===== src/rtl/bit_alu_pe.sv =====
`default_nettype none
// ---------------------------------------------------------------------------
// Module   : bit_alu_pe
// Purpose  : Two-stage pipelined bitwise-logic processing element. Stage S1
//            registers operands and instruction; stage S2 registers the
//            result and its zero/sign/parity flags. Valid/ready handshakes
//            on both sides, plus a global stall (clk_en).
// Option   : BIT_ALU_PE_ACC_EN - adds acc_reg, which holds the last result
//            that entered S2. inst[3] (acc_sel) then selects acc_reg as
//            operand B. Without the macro, inst[3] is ignored.
// Ports    : CLK, RESET (sync, active high), clk_en (global stall)
//            inst[3:0] = {acc_sel, opcode[2:0]}, a, b, in_valid / in_ready
//            O, flag_z, flag_n, flag_p, out_valid / out_ready
// Revision : 1.0 - initial release
// ---------------------------------------------------------------------------
module bit_alu_pe #(
   parameter int WIDTH = 16
) (
   input  logic             CLK,
   input  logic             RESET,
   input  logic             clk_en,
   input  logic [3:0]       inst,
   input  logic [WIDTH-1:0] a,
   input  logic [WIDTH-1:0] b,
   input  logic             in_valid,
   output logic             in_ready,
   output logic [WIDTH-1:0] O,
   output logic             flag_z,
   output logic             flag_n,
   output logic             flag_p,
   output logic             out_valid,
   input  logic             out_ready
);

   localparam logic [2:0] c_OP_OR   = 3'd0;
   localparam logic [2:0] c_OP_AND  = 3'd1;
   localparam logic [2:0] c_OP_XOR  = 3'd2;
   localparam logic [2:0] c_OP_NAND = 3'd3;
   localparam logic [2:0] c_OP_NOR  = 3'd4;
   localparam logic [2:0] c_OP_XNOR = 3'd5;
   localparam logic [2:0] c_OP_ANDN = 3'd6;
   localparam logic [2:0] c_OP_PASS = 3'd7;

   // Stage S1
   logic [WIDTH-1:0] r_s1_a;
   logic [WIDTH-1:0] r_s1_b;
   logic [3:0]       r_s1_inst;
   logic             r_s1_valid;

   // Stage S2
   logic [WIDTH-1:0] r_s2_o;
   logic             r_s2_z;
   logic             r_s2_n;
   logic             r_s2_p;
   logic             r_s2_valid;

   logic             w_s2_accept;
   logic             w_s1_adv;
   logic             w_in_load;
   logic             w_out_xfer;
   logic [WIDTH-1:0] w_op_b;
   logic [WIDTH-1:0] w_res;

   // Handshake terms. clk_en gates every transfer so a stall freezes all state.
   assign w_s2_accept = !r_s2_valid || out_ready;
   assign in_ready    = clk_en && (!r_s1_valid || w_s2_accept);
   assign w_in_load   = in_valid && in_ready;
   assign w_s1_adv    = r_s1_valid && w_s2_accept && clk_en;
   assign w_out_xfer  = r_s2_valid && out_ready && clk_en;

`ifdef BIT_ALU_PE_ACC_EN
   logic [WIDTH-1:0] r_acc;

   // acc_reg follows every S1->S2 advance, whether or not acc_sel was used,
   // so a back-to-back acc_sel op sees the result just ahead of it.
   always_ff @(posedge CLK) begin
      if (RESET) begin
         r_acc <= '0;
      end else if (w_s1_adv) begin
         r_acc <= w_res;
      end
   end

   assign w_op_b = r_s1_inst[3] ? r_acc : r_s1_b;
`else
   logic w_unused_acc_sel;
   assign w_unused_acc_sel = r_s1_inst[3];
   assign w_op_b           = r_s1_b;
`endif

   always_comb begin
      w_res = '0;
      case (r_s1_inst[2:0])
         c_OP_OR:   w_res = r_s1_a | w_op_b;
         c_OP_AND:  w_res = r_s1_a & w_op_b;
         c_OP_XOR:  w_res = r_s1_a ^ w_op_b;
         c_OP_NAND: w_res = ~(r_s1_a & w_op_b);
         c_OP_NOR:  w_res = ~(r_s1_a | w_op_b);
         c_OP_XNOR: w_res = ~(r_s1_a ^ w_op_b);
         c_OP_ANDN: w_res = r_s1_a & ~w_op_b;
         c_OP_PASS: w_res = r_s1_a;
         default:   w_res = '0;
      endcase
   end

   // S1: load wins over drain; a drain without a refill empties the stage.
   always_ff @(posedge CLK) begin
      if (RESET) begin
         r_s1_a     <= '0;
         r_s1_b     <= '0;
         r_s1_inst  <= '0;
         r_s1_valid <= 1'b0;
      end else if (w_in_load) begin
         r_s1_a     <= a;
         r_s1_b     <= b;
         r_s1_inst  <= inst;
         r_s1_valid <= 1'b1;
      end else if (w_s1_adv) begin
         r_s1_valid <= 1'b0;
      end
   end

   // S2: flags are derived from the same result word that is registered, so
   // they always describe the O currently presented.
   always_ff @(posedge CLK) begin
      if (RESET) begin
         r_s2_o     <= '0;
         r_s2_z     <= 1'b1;
         r_s2_n     <= 1'b0;
         r_s2_p     <= 1'b0;
         r_s2_valid <= 1'b0;
      end else if (w_s1_adv) begin
         r_s2_o     <= w_res;
         r_s2_z     <= ~|w_res;
         r_s2_n     <= w_res[WIDTH-1];
         r_s2_p     <= ^w_res;
         r_s2_valid <= 1'b1;
      end else if (w_out_xfer) begin
         r_s2_valid <= 1'b0;
      end
   end

   assign O         = r_s2_o;
   assign flag_z    = r_s2_z;
   assign flag_n    = r_s2_n;
   assign flag_p    = r_s2_p;
   assign out_valid = r_s2_valid && clk_en;

endmodule
`default_nettype wire


===== config.mk =====
export PLATFORM = sky130hd
export DESIGN_NAME = bit_alu_pe
export DESIGN_NICKNAME = d
export VERILOG_FILES = /design/src/rtl/bit_alu_pe.sv
export SDC_FILE = /design/constraint.sdc
export NUM_CORES = 1
export LEC_CHECK = 0
export ABC_AREA = 1
export CAP_MARGIN = 20
export CELL_PAD_IN_SITES_DETAIL_PLACEMENT = 0
export CELL_PAD_IN_SITES_GLOBAL_PLACEMENT = 1
export CORE_ASPECT_RATIO = 0.6
export CORE_UTILIZATION = 39
export CTS_BUF_LIST = sky130_fd_sc_hd__clkbuf_16
export DETAILED_ROUTE_END_ITERATION = 8
export PLACE_DENSITY_LB_ADDON = 0.1
export SYNTH_ARGS = -nofsm -noshare
export SYNTH_HDL_FRONTEND = slang
export SYNTH_SLANG_ARGS = --single-unit

===== constraint.sdc =====
create_clock -name CLK -period 2.6 [get_ports CLK]
set_clock_uncertainty 0.05 [all_clocks]
set_input_delay 0.52 -clock CLK [delete_from_list [all_inputs] [get_ports CLK]]
set_output_delay 0.52 -clock CLK [all_outputs]
set_load 0.01 [all_outputs]

-- Yosys cells after proc, flatten, opt, wreduce, memory -nomap -nowiden
Index checks and enable logic that the tools add are counted.
- output and inout bits: 21
- register bits after elaboration: 56
- word-level logic and storage cells: 46
- muxes and demuxes: 5
- bitwise logic cells: 8
- reduce and logical (&&, ||, !) cells: 17
- eq/ne operators: 7
- operator list (cell ; number):
    one-hot mux 16 bit (8 select lines) ; 1
    NOT 16 bit ; 4
    bitwise AND 16 bit ; 2
    OR 16 bit ; 1
    OR reduction 16 bit ; 1
    parity 16 bit ; 1
    XOR 16 bit ; 1
    == test 3 bit, second input constant ; 4
    logical AND 1 bit ; 7
    == test 3 x 2 -> 1 bit, second input constant ; 2
    two-way mux 1 bit ; 4
    nonzero test 2 bit ; 2
    == test 3 x 1 -> 1 bit, second input constant ; 1
    zero test 1 bit ; 3
    zero test 3 bit ; 1
    logical OR 1 bit ; 2

-- Depth between registers and ports, before layout
- depth after elaboration: 6
- mapped depth: 19
- mapped depth without buffers: 18

-- Worst setup path before layout
No wires, ideal clock.
- path type: flip-flop to flip-flop
- from: reg r_s1_inst[1]
- to: reg r_s2_p, in the netlist flag_p
- clock period less this slack: 2.151 ns
- data arrival time: 1.993 ns
- path buffers: 2
- cell stages (with the launch flop): 16
- path slack: 0.449 ns
- path through: dfxtp_1 -> buf_4 -> nor2_4 -> nand2_2 -> clkbuf_1 -> or2_1 -> and3_1 -> ha_1 -> nor2_1 -> nor2_1 -> nand2_1 -> nand2_1 -> nand2_1 -> nand3_1 -> nand2_1 -> inv_1
- longest elaborated chain between the ends: 3
- elaborated cells between the ends (all ways): 10
- classes of those cells: eq/ne (7); mux (1); reduce/logical (2)
- ends and longest elaborated chain (element ; line ; text):
    start, declared ; 47 ; logic [3:0] r_s1_inst;
    start signal, assigned ; 116 ; r_s1_inst <= inst;
    == test 3 bit, or another cell as far along ; 93 ; case (r_s1_inst[2:0])
    one-hot mux 16 bit (8 select lines) * ; 93 ;
    parity 16 bit * ; 136 ; r_s2_p <= ^w_res;
    end signal, assigned ; 136 ;
    end, declared ; 54 ; logic r_s2_p;
Mark *: on every way between the ends. The rest lies on a longest branch, timed or not.
A chain may end at the register's enable or synchronous reset.

-- Worst setup path after layout
Ends and elaborated chain as after synthesis.

==> run metrics <==
Post-Route Setup TNS=0 ns; die span in x=136.5 um; Min-Delay Endpoint=flag_z$_SDFFE_PP1P_; cell area after synthesis=4235 um^2; R2R Path End=flag_p$_SDFFE_PP0P_; Filler Cell Count=1,083; total track usage=0.2192; WL/cell=13.60 um; total congestion overflow=0; Final Cycle Share=0.9062; port buffer count=60; Die ar.=11,290 um^2; Crit Path Max Fanout=16; placed wire-length estimate=8254 um; largest net degree at the start of global routing=39; Flop pwr share=0.375; maximum vdd drop=0.0002704 V; f_max=0.4244 GHz; area of the multi-input gates=2579 um^2; FF+latch count, synth=55; FF/Latch Area=1105 um^2; placer's final routability congestion estimate=0.8645; Leak=2.372 nW; Initial Util=0.4011; Worst-Skew Late Latency=0.30 ns; Core Rows=29; Worst Max-Slew Pin Slew=0.4942 ns; Final Net Count=796; Post-DRT Antenna Nets=0; run status=finished, final reports clean; sequential-to-total area share from yosys stat=0.2600; Worst setup SP type=flip-flop; first-pass GRT wire length=18,960 um; Core Region=10,560 um^2; Clock Pin Slew Worst Setup and Hold Paths=0.07 ns; Comb power frac=0.353; final instance count without filler cells=839; reg-to-reg slack, setup=0.24 ns; DRC errors left=0; Layout area overhead=22.81%; clock share of power=0.272; Net Sw Power=887.4 uW; Crit. End Element=flip-flop; Max-Cap Viols=0; finished layout cell area=5201 um^2; n_diodes=0; switching share of power=0.3533; Root Driver=clkbuf_16; Final Hold Fails=0; FF-to-FF path depth=15; Gate Count Post-Synth=645; most frequent cells in the layout=inv_1, nand2_1, nor2_1; RSZ-0062 raised after global routing=false; Inserted Clock Buffers=5; layout cells sized above 1=0.06429; initial DRC count=165; worst endpoint required time=2.80 ns; final setup fails=0; clk buf depth=2; Routed WL=11,410 um; clk sink count=55; Inst Count DP=831; IO Pins=62; RR Startpoint=r_s1_inst[1]$_SDFFE_PP0P_; die height=82.72 um; YS warnings=0; number of global-route vias before repair=3,876; most common cell after layout, fill and taps aside=inv_1; Power Internal=1.625 mW; vias per cell=4.878; Worst EP arrival=2.55 ns; pwr dens=483.0 nW/um^2; Net Count, Synth=742; Min Clock Period, post-route=2.356 ns; hold_sp=flag_z$_SDFFE_PP1P_; hold buffer count at cts=0; headroom to the max-slew limit=0.6702; CP Class=reg -> reg; Hold Path Class=reg -> reg; H-Tree Depth=2; cell area after placement=5040 um^2; Final Max Slew Viols=0; Syn Area/Cell=6.566 um^2; library cells used by synthesis=23; First-pass DRT Iterations=4; routed vias=4,093; TritonCTS clock tree=built; hold depth=2; initial antenna violation count=0
routing by layer:
metal  vias up  share of wire  track usage
met4         0          0.013      0.06889
met1      1820           0.52       0.2999
met3        11          0.044      0.03968
li1       2185              -            -
met5         -              0            0
met2        77           0.42       0.3492
how the worst max path moves through the flow:
stage | from | endpoint | slack (ns)
CTS | r_s1_inst[1]$_SDFFE_PP0P_ | flag_p$_SDFFE_PP0P_ | 0.11
global placement | r_s1_inst[1]$_SDFFE_PP0P_ | flag_p$_SDFFE_PP0P_ | 0.16
global route | r_s1_inst[1]$_SDFFE_PP0P_ | flag_p$_SDFFE_PP0P_ | 0.01
finish | r_s1_inst[1]$_SDFFE_PP0P_ | flag_p$_SDFFE_PP0P_ | 0.24
floorplan | r_s1_inst[1]$_SDFFE_PP0P_ | flag_p$_SDFFE_PP0P_ | 0.45
detailed placement | r_s1_inst[2]$_SDFFE_PP0P_ | flag_p$_SDFFE_PP0P_ | 0.13
synth_stat cells:
master | n | share of area
inv_1 | 101 | 0.090
nand2_1 | 87 | 0.077
nor2_1 | 86 | 0.076
ha_1 | 56 | 0.17
dfxtp_1 | 55 | 0.26
o21ai_0 | 52 | 0.061
nand4_1 | 50 | 0.074
nand3_1 | 48 | 0.057
a21oi_1 | 38 | 0.045
clkbuf_1 | 18 | 0.016
or2_1 | 15 | 0.022
buf_2 | 12 | 0.014
buf_1 | 4 | 0.0035
buf_4 | 4 | 0.0071
xnor2_1 | 4 | 0.0083
and3_1 | 3 | 0.0044
inv_2 | 3 | 0.0027
xor2_1 | 3 | 0.0062
nor2_2 | 2 | 0.0030
nand2_2 | 1 | 0.0015
nor2_4 | 1 | 0.0027
o31ai_1 | 1 | 0.0018
or2_2 | 1 | 0.0015
power by group through the flow:
stage	combinational, mW	sequential [mW]	clock, mW
final	0.886	0.942	0.684
after global routing	1.02	0.951	0.747
after CTS	0.883	0.941	0.711
after detailed placement	0.877	0.960	0
after global placement	0.862	0.958	0
after floorplan	0.585	0.955	0
registers in the layout, summed over array words and instances (netlist names):
register    flops
r_s1_a         16
r_s1_b         16
r_s1_valid      1
O              16
flag_p          1
flag_z          1
r_s1_inst       3
r_s2_valid      1
kinds of logic after synthesis:
group | after synthesis | share of synthesized area
buffers and inverters | 142 | 0.1329
AO/OA/AOI/OAI | 91 | 0.1081
flip-flops | 55 | 0.2600
XOR/XNOR | 7 | 0.01448
adder cells (fa/ha/maj) | 56 | 0.1654
AND/OR/NAND/NOR | 294 | 0.3191
per-stage QoR:
| step | hold WS [ns] | utilization | setup WS, ns | power (mW) |
|---|---|---|---|---|
| 5_1_grt | 0.4617 | 0.4926 | 0.01170 | 2.714 |
| 3_3_place_gp | 0.4203 | 0.4773 | 0.1639 | 1.820 |
| 4_1_cts | 0.4318 | 0.4907 | 0.1055 | 2.535 |
| 3_5_place_dp | 0.4135 | 0.4773 | 0.1256 | 1.837 |
| 2_1_floorplan | 0.4026 | - | 0.4486 | 1.540 |
| 6_report | 0.4279 | 0.4926 | 0.2440 | 2.512 |
area by class of cell:
cell class / instances / share of cell area
multi-input combinational: 448 / 0.4958
sequential: 55 / 0.2124
timing repair buffer: 85 / 0.1561
clock inverter: 3 / 0.003127
clock buffer: 5 / 0.02406
inverter: 104 / 0.07505
tap: 139 / 0.03344
what timing repair did:
action | CTS | global route
buffers inserted | 0 | 0
resized for setup | 0 | 7
endpoints found under the hold margin | 0 | 0
setup endpoints to repair | 0 | 1
worst max-delay path, cell delays in order, from the launching register on:
cell     delay (ns)
dfxtp_2        0.38
nor2_4         0.13
nand2_2        0.24
or2_2          0.35
nand3_1        0.14
inv_1          0.07
ha_1           0.31
nand2_1        0.08
inv_1          0.04
nor2_1         0.11
nand2_1        0.07
nand2_1        0.10
nand2_1        0.06
nand3_1        0.07
nand2_1        0.06
inv_1          0.04
No activity file was read; power rests on OpenSTA's default activity.
